`src/rtl/global_defs_pkg.sv`:
```
// Shared definitions for the trace parser / request queue / DRAM scheduler path.
// Holds the parsed op encoding, address width and request-queue types.
package global_defs;

    localparam int ADDRESS_WIDTH       = 32;
    localparam int QUEUE_DEPTH_DEFAULT = 16;

    typedef enum logic [1:0] {
        NOP     = 2'd0,
        READ    = 2'd1,
        WRITE   = 2'd2,
        REFRESH = 2'd3
    } parsed_op_t;

    typedef enum logic [1:0] {
        EMPTY  = 2'd0,
        ACTIVE = 2'd1,
        FULL   = 2'd2
    } queue_state_t;

    typedef struct packed {
        parsed_op_t                 opcode;
        logic [ADDRESS_WIDTH-1:0]   address;
    } queue_entry_t;

endpackage

```
`src/rtl/queue_entry_ram.sv`:
```
// Entry storage for request_queue: one write port, one pointer-indexed read port.
// With REQ_AGE_EN defined, each entry also carries a saturating age counter.
module queue_entry_ram
    import global_defs::*;
#(
    parameter int DEPTH     = QUEUE_DEPTH_DEFAULT,
`ifdef REQ_AGE_EN
    parameter int AGE_WIDTH = 8,
`endif
    localparam int PTR_W    = $clog2(DEPTH)
) (
    input  logic                 clk,
    input  logic                 wr_en,
    input  logic [PTR_W-1:0]     wr_ptr,
    input  queue_entry_t         wr_entry,
    input  logic [PTR_W-1:0]     rd_ptr,
    output queue_entry_t         rd_entry
`ifdef REQ_AGE_EN
   ,output logic [AGE_WIDTH-1:0] rd_age
`endif
);

    queue_entry_t entries [DEPTH];

    // NOTE: storage is deliberately not reset; the control logic masks the
    // head outputs whenever the queue is empty, so stale contents never leak.
    always_ff @(posedge clk) begin
        if (wr_en) begin
            entries[wr_ptr] <= wr_entry;
        end
    end

    assign rd_entry = entries[rd_ptr];

`ifdef REQ_AGE_EN
    logic [AGE_WIDTH-1:0] ages [DEPTH];

    // Free-running on every slot; a slot's age only matters between its
    // enqueue (which zeroes it) and its dequeue.
    always_ff @(posedge clk) begin
        for (int i = 0; i < DEPTH; i++) begin
            if (wr_en && (wr_ptr == PTR_W'(i))) begin
                ages[i] <= '0;
            end else if (ages[i] != '1) begin
                ages[i] <= ages[i] + 1'b1;
            end
        end
    end

    assign rd_age = ages[rd_ptr];
`endif

endmodule

```
`src/rtl/request_queue.sv`:
```
// Bounded in-order request queue between the trace parser and the DRAM scheduler.
// Optional feature: define REQ_AGE_EN to add per-entry age tracking and the deq_age port.
module request_queue
    import global_defs::*;
#(
    parameter int QUEUE_DEPTH = QUEUE_DEPTH_DEFAULT,
    parameter int AGE_WIDTH   = 8,
    localparam int PTR_W      = $clog2(QUEUE_DEPTH),
    localparam int CNT_W      = PTR_W + 1
) (
    input  logic                     clk,
    input  logic                     rst_n,
    input  logic                     op_ready_s,
    input  parsed_op_t               opcode,
    input  logic [ADDRESS_WIDTH-1:0] address,
    output logic                     queue_full,
    output logic                     queue_empty,
    output logic [CNT_W-1:0]         occupancy,
    output logic                     deq_valid,
    input  logic                     deq_ready,
    output parsed_op_t               deq_opcode,
    output logic [ADDRESS_WIDTH-1:0] deq_address,
    output logic                     overflow_err
`ifdef REQ_AGE_EN
   ,output logic [AGE_WIDTH-1:0]     deq_age
`endif
);

    logic [PTR_W-1:0] wptr, rptr;
    logic [CNT_W-1:0] count, count_next;
    queue_state_t     state, state_next;
    queue_entry_t     head;
    logic             strobe_op, enq, deq;

    // Full check uses the pre-edge count, so a strobe while full is dropped
    // even when the scheduler frees a slot in the same cycle.
    assign strobe_op = op_ready_s && (opcode != NOP);
    assign enq       = strobe_op && (count < CNT_W'(QUEUE_DEPTH));
    assign deq       = deq_valid && deq_ready;

    always_comb begin
        count_next = count;
        case ({enq, deq})
            2'b10:   count_next = count + CNT_W'(1);
            2'b01:   count_next = count - CNT_W'(1);
            default: count_next = count;
        endcase
    end

    always_ff @(posedge clk or negedge rst_n) begin
        if (!rst_n) begin
            wptr         <= '0;
            rptr         <= '0;
            count        <= '0;
            overflow_err <= 1'b0;
        end else begin
            if (enq) wptr <= wptr + PTR_W'(1);
            if (deq) rptr <= rptr + PTR_W'(1);
            count <= count_next;
            if (strobe_op && !enq) overflow_err <= 1'b1;
        end
    end

    always_ff @(posedge clk or negedge rst_n) begin
        if (!rst_n) state <= EMPTY;
        else        state <= state_next;
    end

    always_comb begin
        state_next = state;
        case (state)
            EMPTY:  if (enq) state_next = ACTIVE;
            ACTIVE: begin
                if (count_next == CNT_W'(QUEUE_DEPTH)) state_next = FULL;
                else if (count_next == '0)             state_next = EMPTY;
            end
            FULL:   if (deq) state_next = ACTIVE;
            default: state_next = EMPTY;
        endcase
    end

    queue_entry_t wr_entry;
    assign wr_entry = '{opcode: opcode, address: address};

`ifdef REQ_AGE_EN
    logic [AGE_WIDTH-1:0] head_age;
`endif

    queue_entry_ram #(
        .DEPTH     (QUEUE_DEPTH)
`ifdef REQ_AGE_EN
       ,.AGE_WIDTH (AGE_WIDTH)
`endif
    ) u_ram (
        .clk      (clk),
        .wr_en    (enq),
        .wr_ptr   (wptr),
        .wr_entry (wr_entry),
        .rd_ptr   (rptr),
        .rd_entry (head)
`ifdef REQ_AGE_EN
       ,.rd_age   (head_age)
`endif
    );

    assign queue_full  = (state == FULL);
    assign queue_empty = (state == EMPTY);
    assign occupancy   = count;
    assign deq_valid   = !queue_empty;
    assign deq_opcode  = deq_valid ? head.opcode  : NOP;
    assign deq_address = deq_valid ? head.address : '0;
`ifdef REQ_AGE_EN
    assign deq_age     = deq_valid ? head_age : '0;
`endif

endmodule

```
`config.mk`:
```
export PLATFORM = sky130hd
export DESIGN_NAME = request_queue
export DESIGN_NICKNAME = d
export VERILOG_FILES = /design/src/rtl/global_defs_pkg.sv /design/src/rtl/queue_entry_ram.sv /design/src/rtl/request_queue.sv
export SDC_FILE = /design/constraint.sdc
export NUM_CORES = 1
export LEC_CHECK = 0
export CAP_MARGIN = 20
export CORE_MARGIN = 2
export CORE_UTILIZATION = 45
export DETAILED_ROUTE_END_ITERATION = 10
export GPL_TIMING_DRIVEN = 0
export HOLD_SLACK_MARGIN = 0.12
export PLACE_DENSITY = 0.59
export SLEW_MARGIN = 10
export SYNTH_ARGS = -nofsm -noshare
export SYNTH_HDL_FRONTEND = slang
export SYNTH_SLANG_ARGS = --single-unit
export TNS_END_PERCENT = 20
```
`constraint.sdc`:
```
create_clock -name clk -period 9.3 [get_ports clk]
set_clock_uncertainty 0.1 [all_clocks]
set_input_delay 0.93 -clock clk [delete_from_list [all_inputs] [get_ports clk]]
set_output_delay 0.93 -clock clk [all_outputs]
set_load 0.1 [all_outputs]
```
# [Yosys cells after proc, flatten, opt, wreduce, memory -nomap -nowiden]
# Memory sizes are Yosys's and may differ from the RTL's.
# Index checks and enable logic that the tools add are counted.
[totals] regBits=16 latchBits=0 ram_bits=544 romBits=0 input_bits=38 word_cells=39 n_memories=1
[mem_list] memory="u_ram.entries" words=16 word_bits=34 rd=1 rd_clocked_by_memory_dff=0 wr=1 line="queue_entry_ram.sv:23" source="queue_entry_t entries [DEPTH];"
[classes] addsub=4 n_mul=0 div_mod_pow=0 order_cmp=1 eq_ne=8 shift=0 n_mux=10 bitwise_logic=0 reduce_logical=10
[op_table] op="2-to-1 mux 32 bit" n=1
[op_table] op="2-to-1 mux 2 bit" n=5
[op_table] op="case mux 5 bit (2 select lines)" n=1
[op_table] op="adder 4 x 1 -> 4 bit (second input constant)" n=2
[op_table] op="case mux 2 bit (3 select lines)" n=1
[op_table] op="adder 5 x 1 -> 5 bit (second input constant)" n=1
[op_table] op="== test 5 bit (second input constant)" n=1
[op_table] op="logical NOT 5 bit" n=1
[op_table] op="< comparator 5 bit (second input constant)" n=1
[op_table] op="subtractor 5 x 1 -> 5 bit (second input constant)" n=1
[op_table] op="== test 2 x 1 -> 1 bit (second input constant)" n=2
[op_table] op="== test 2 bit (second input constant)" n=2
[op_table] op="logical AND 1 bit" n=4
[op_table] op="!= test 2 x 1 -> 1 bit (second input constant)" n=2
[op_table] op="!= test 3 bit (second input constant)" n=1
[op_table] op="AND reduction 3 bit" n=1
[op_table] op="logical NOT 1 bit" n=2
[op_table] op="logical NOT 2 bit" n=1
[op_table] op="2-to-1 mux 1 bit" n=2
[op_table] op="nonzero test 2 bit" n=1

# [Longest topological paths before layout]
[depth] word_depth=9 ltp_mapped=13 mapped_depth_nobuf=11

# [Hierarchy]
# A second synthesis with hierarchy kept.
[unflattened] cells_unflattened=975 hier_area_um2=21520.6
[by_module_without_submodules] module="queue_entry_ram" instances=1 cells_each=854 area_per_inst_um2=20395.8 seq_area_each_um2=16335.7
[by_module_without_submodules] module="request_queue" instances=1 cells_each=121 area_per_inst_um2=1124.8 seq_area_each_um2=400.4

# [Least setup slack after synthesis]
# OpenSTA, ideal clock, no wires.
[synth_path] kind="input -> register" start="in opcode[1]" end="mem u_ram.entries[3][0] (netlist name) (enable)" setup_time_ns=0.467 arrival_ns=3.968 required_ns=8.733 path_slack_ns=4.765 path_stages=4 cell_sequence="o21ai_0 -> nor2_1 -> nand2_1 -> nor3_1"
[synth_between] elab_chain_len=5
[synth_lines] item="start: declaration" line="request_queue.sv:14" source="input parsed_op_t opcode,"
[synth_lines] item="nonzero test 2 bit" line="request_queue.sv:37" source="assign strobe_op = op_ready_s && (opcode != NOP);"
[synth_lines] item="logical AND 1 bit" line="request_queue.sv:37"
[synth_lines] item="logical AND 1 bit" line="request_queue.sv:38" source="assign enq = strobe_op && (count < CNT_W'(QUEUE_DEPTH));"
[synth_lines] item="2-to-1 mux 1 bit" line="queue_entry_ram.sv:28" source="if (wr_en) begin"
[synth_lines] item="2-to-1 mux 1 bit (implied by the code)" line="queue_entry_ram.sv:29" source="entries[wr_ptr] <= wr_entry;"
[synth_lines] item="end: declaration" line="queue_entry_ram.sv:23"
# No other way between the ends.

# [Worst setup path after layout]
[layout_path] start="reg rptr[2]" end="out deq_address[21]"
[layout_between] elab_chain_len=2
[layout_lines] item="start: declaration" line="request_queue.sv:29" source="logic [PTR_W-1:0] wptr, rptr;"
[layout_lines] item="start signal: assignment" line="request_queue.sv:58" source="if (deq) rptr <= rptr + PTR_W'(1);"
[layout_lines] item="memory read (16 x 34 bit)"
[layout_lines] item="2-to-1 mux 32 bit" line="request_queue.sv:111" source="assign deq_address = deq_valid ? head.address : '0;"
[layout_lines] item="end: declaration" line="request_queue.sv:22" source="output logic [ADDRESS_WIDTH-1:0] deq_address,"
# No other way between the ends.

==> out/metrics.cfg <==
[cts]
cts_sinks = 560
htreeDepth = 2
clkTransAtPathRegs_ns = 0.06
cts_tree = yes
cts_setup_buffers = 0
cts-root-buf = clkbuf_16
clockBufferDepth = 3
postCtsHoldBufs = 0
post_cts_resized = 0
cts_buffers = 58
insertion_delay_ns = 0.60

[global_routing]
antenna_found_initial = 3
track_usage_pct = 20.4
grt_use_met2_pct = 34.0
grt_pass1_wl_um = 72200
first_global_vias = 10500
met3_usage_pct = 4.17
met1_usage_pct = 27.9
gr-total-overflow = 0
grt-busiest-layer = met2
grt_max_degree = 21

[power_and_ir_drop]
p_leak_nw = 7.94
peakVddDrop_mv = 0.135
p_per_area_mw_per_mm2 = 195
power.total_w = 0.00504

[detailed_routing]
postRouteAntennaNets = 0
drt_pre_antenna_iters = 5
wl_um = 49500
routed_via_density = 5.76
drtIter0Drc = 976
num_vias = 10100
drc = 0
avgRoutedWirePerCell_um = 28.2

[hold_path]
min_path_type = flop to flop

[status]
outcome = complete, no violations

[critical_path]
worstSetupEndpointType = primary output
crit_arrival_ns = 4.41
cp-start-kind = flop
path_cells = clkbuf_1 -> clkbuf_1 -> mux4_2 -> mux4_2 -> and2_1 -> clkdlybuf4s50_1
slowest_delay_ns = 0.99
crit_type = flop to primary output
required_ns = 8.27
crit_fanout = 10
cpMaxStageDelayCell = clkdlybuf4s50_1

[sta]
fmax_mhz = 184
finalWorstSetupSlack_ns = 3.86
tightest_slew_ns = 1.05
drv_slew = 0
min_period_ns = 5.44
setup_viol = 0
fin_crit_sh_pct = 58.5
max_slew_margin_pct = 29.8
timing.final.hold_violations = 0
rsz0062_at_grt = no
fin_setup_tns_ns = 0

[synthesis]
synthTopCellsByArea = edfxtp_1 75%, mux4_2 18%, dfrtp_1 1.9%
syn-num-nets = 957
syn_inst = 911
synth_area_mm2 = 0.0216
ys.flop_type = edfxtp_1
avgSynthCellArea_um2 = 23.8
ys_seq_elements = 560
yosys.area.top_type = edfxtp_1
ys_seq_area_share_pct = 77.3
async_reset_ff_share_pct = 2.86
synth_cell_types = 36
yosysWarnings = 0
synth_top_area_share_pct = 75.5
synth-edff-count = 544

[final_layout]
area_growth_pct = 19.5
final_cell_count_no_fill = 1756
layout_common_cells = 544 x edfxtp_1, 170 x mux4_2, 80 x clkdlybuf4s50_1
drive_gt1_share_pct = 28.2
final_common_cell = edfxtp_1
nNetsFinal = 1141

[die]
die_y_um = 223
ios = 81
start_util_pct = 45.4
die_w_um = 223
dieArea_mm2 = 0.0499
rows = 80
coreArea_mm2 = 0.0476

[placement]
dp_slack_ns = 4.43
place_congestion = 0.736
io_buffers = 80
numPlacedInstances = 1649
dpl.hpwl_um = 30400

[job]
drv_cap = 0

## metrics by stage
step	utilization (%)	hold slack, ns	instance area (um^2)
6_report	54.3	0.388	25900
5_1_grt	54.3	0.417	25900
4_1_cts	54.3	0.393	25800
2_1_floorplan	-	0.426	21600
3_5_place_dp	50.5	0.371	24000
3_3_place_gp	48.7	0.362	23200
## Yosys cell counts (all sizes together) (3+ instances only)
cell type / n
nand2: 13
dfrtp: 16
and2: 34
ha: 8
inv: 11
nand2b: 4
nor3: 4
edfxtp: 544
mux4: 170
a21oi: 3
clkbuf: 22
xnor2: 10
buf: 26
nor2: 17
o21ai: 6
## layer usage
layer / up-vias / share of wire (%) / routed length [um]
met1: 5503 / 42 / 20800
met5: - / 0.050 / 25
li1: 4235 / - / -
met2: 297 / 50 / 25000
met3: 80 / 5.4 / 2690
met4: 4 / 2.1 / 1040
## critical path: cells and delay by family, from the launching register on
family,cells,cell delay [ns]
mux,2,0.89
simple gates,1,0.23
buf+inv,3,2.32
flops,1,0.36
## cells by family (layout without fill, tap and decap cells)
kind of cell | Yosys count | count (layout) | synth area share [%]
AOI/OAI and AO/OA | 18 | 18 | 0.526
xor gates and xnor gates | 11 | 11 | 0.445
adders and majority gates | 8 | 8 | 0.463
buffers and inverters | 59 | 288 | 1.35
DFF | 560 | 560 | 77.3
muxes | 174 | 174 | 17.9
other | 0 | 1 | 0
and+or+nand+nor | 81 | 81 | 1.98
## area by class of cell
cell class                 instances  area, um^2
antenna                            1        2.50
buffer                            48         250
clock buffer                      78        1590
clock inverter                    27         220
fill                            3597       21800
inverter                          11        41.3
multi-input combinational        292        4720
sequential                       560       16700
tap                              615         769
timing repair buffer             124        1540
## sequential cells by signal, indices dropped and copies added, names as in the netlist
| signal | count |
|---|---|
| u_ram.entries | 544 |
| overflow_err | 1 |
| rptr | 4 |
| state | 2 |
| occupancy | 5 |
| wptr | 4 |
## report_power, final
| part | total (W) | internal (W) | switching (W) | leakage [nW] |
|---|---|---|---|---|
| Clock | 0.00222 | 0.00130 | 0.000920 | 0.877 |
| Combinational | 0.0000522 | 0.0000154 | 0.0000368 | 1.98 |
| Sequential | 0.00277 | 0.00277 | 0.00000124 | 5.09 |
## final timing paths
check / startpoint / to / slack, ns / cells past startpoint
worst max-delay path: rptr[2] / deq_address[21] / 3.86 / 6
worst min-delay path: overflow_err / overflow_err / 0.39 / 1
worst max register to register: state[0] / state[1] / 5.77 / 13
worst min register to register: overflow_err / overflow_err / 0.39 / 1
max in group asynchronous: rst_n / wptr[1] / 7.84 / 1
min in group asynchronous: rst_n / wptr[2] / 0.72 / 1
(Power assumes the default switching activity.)
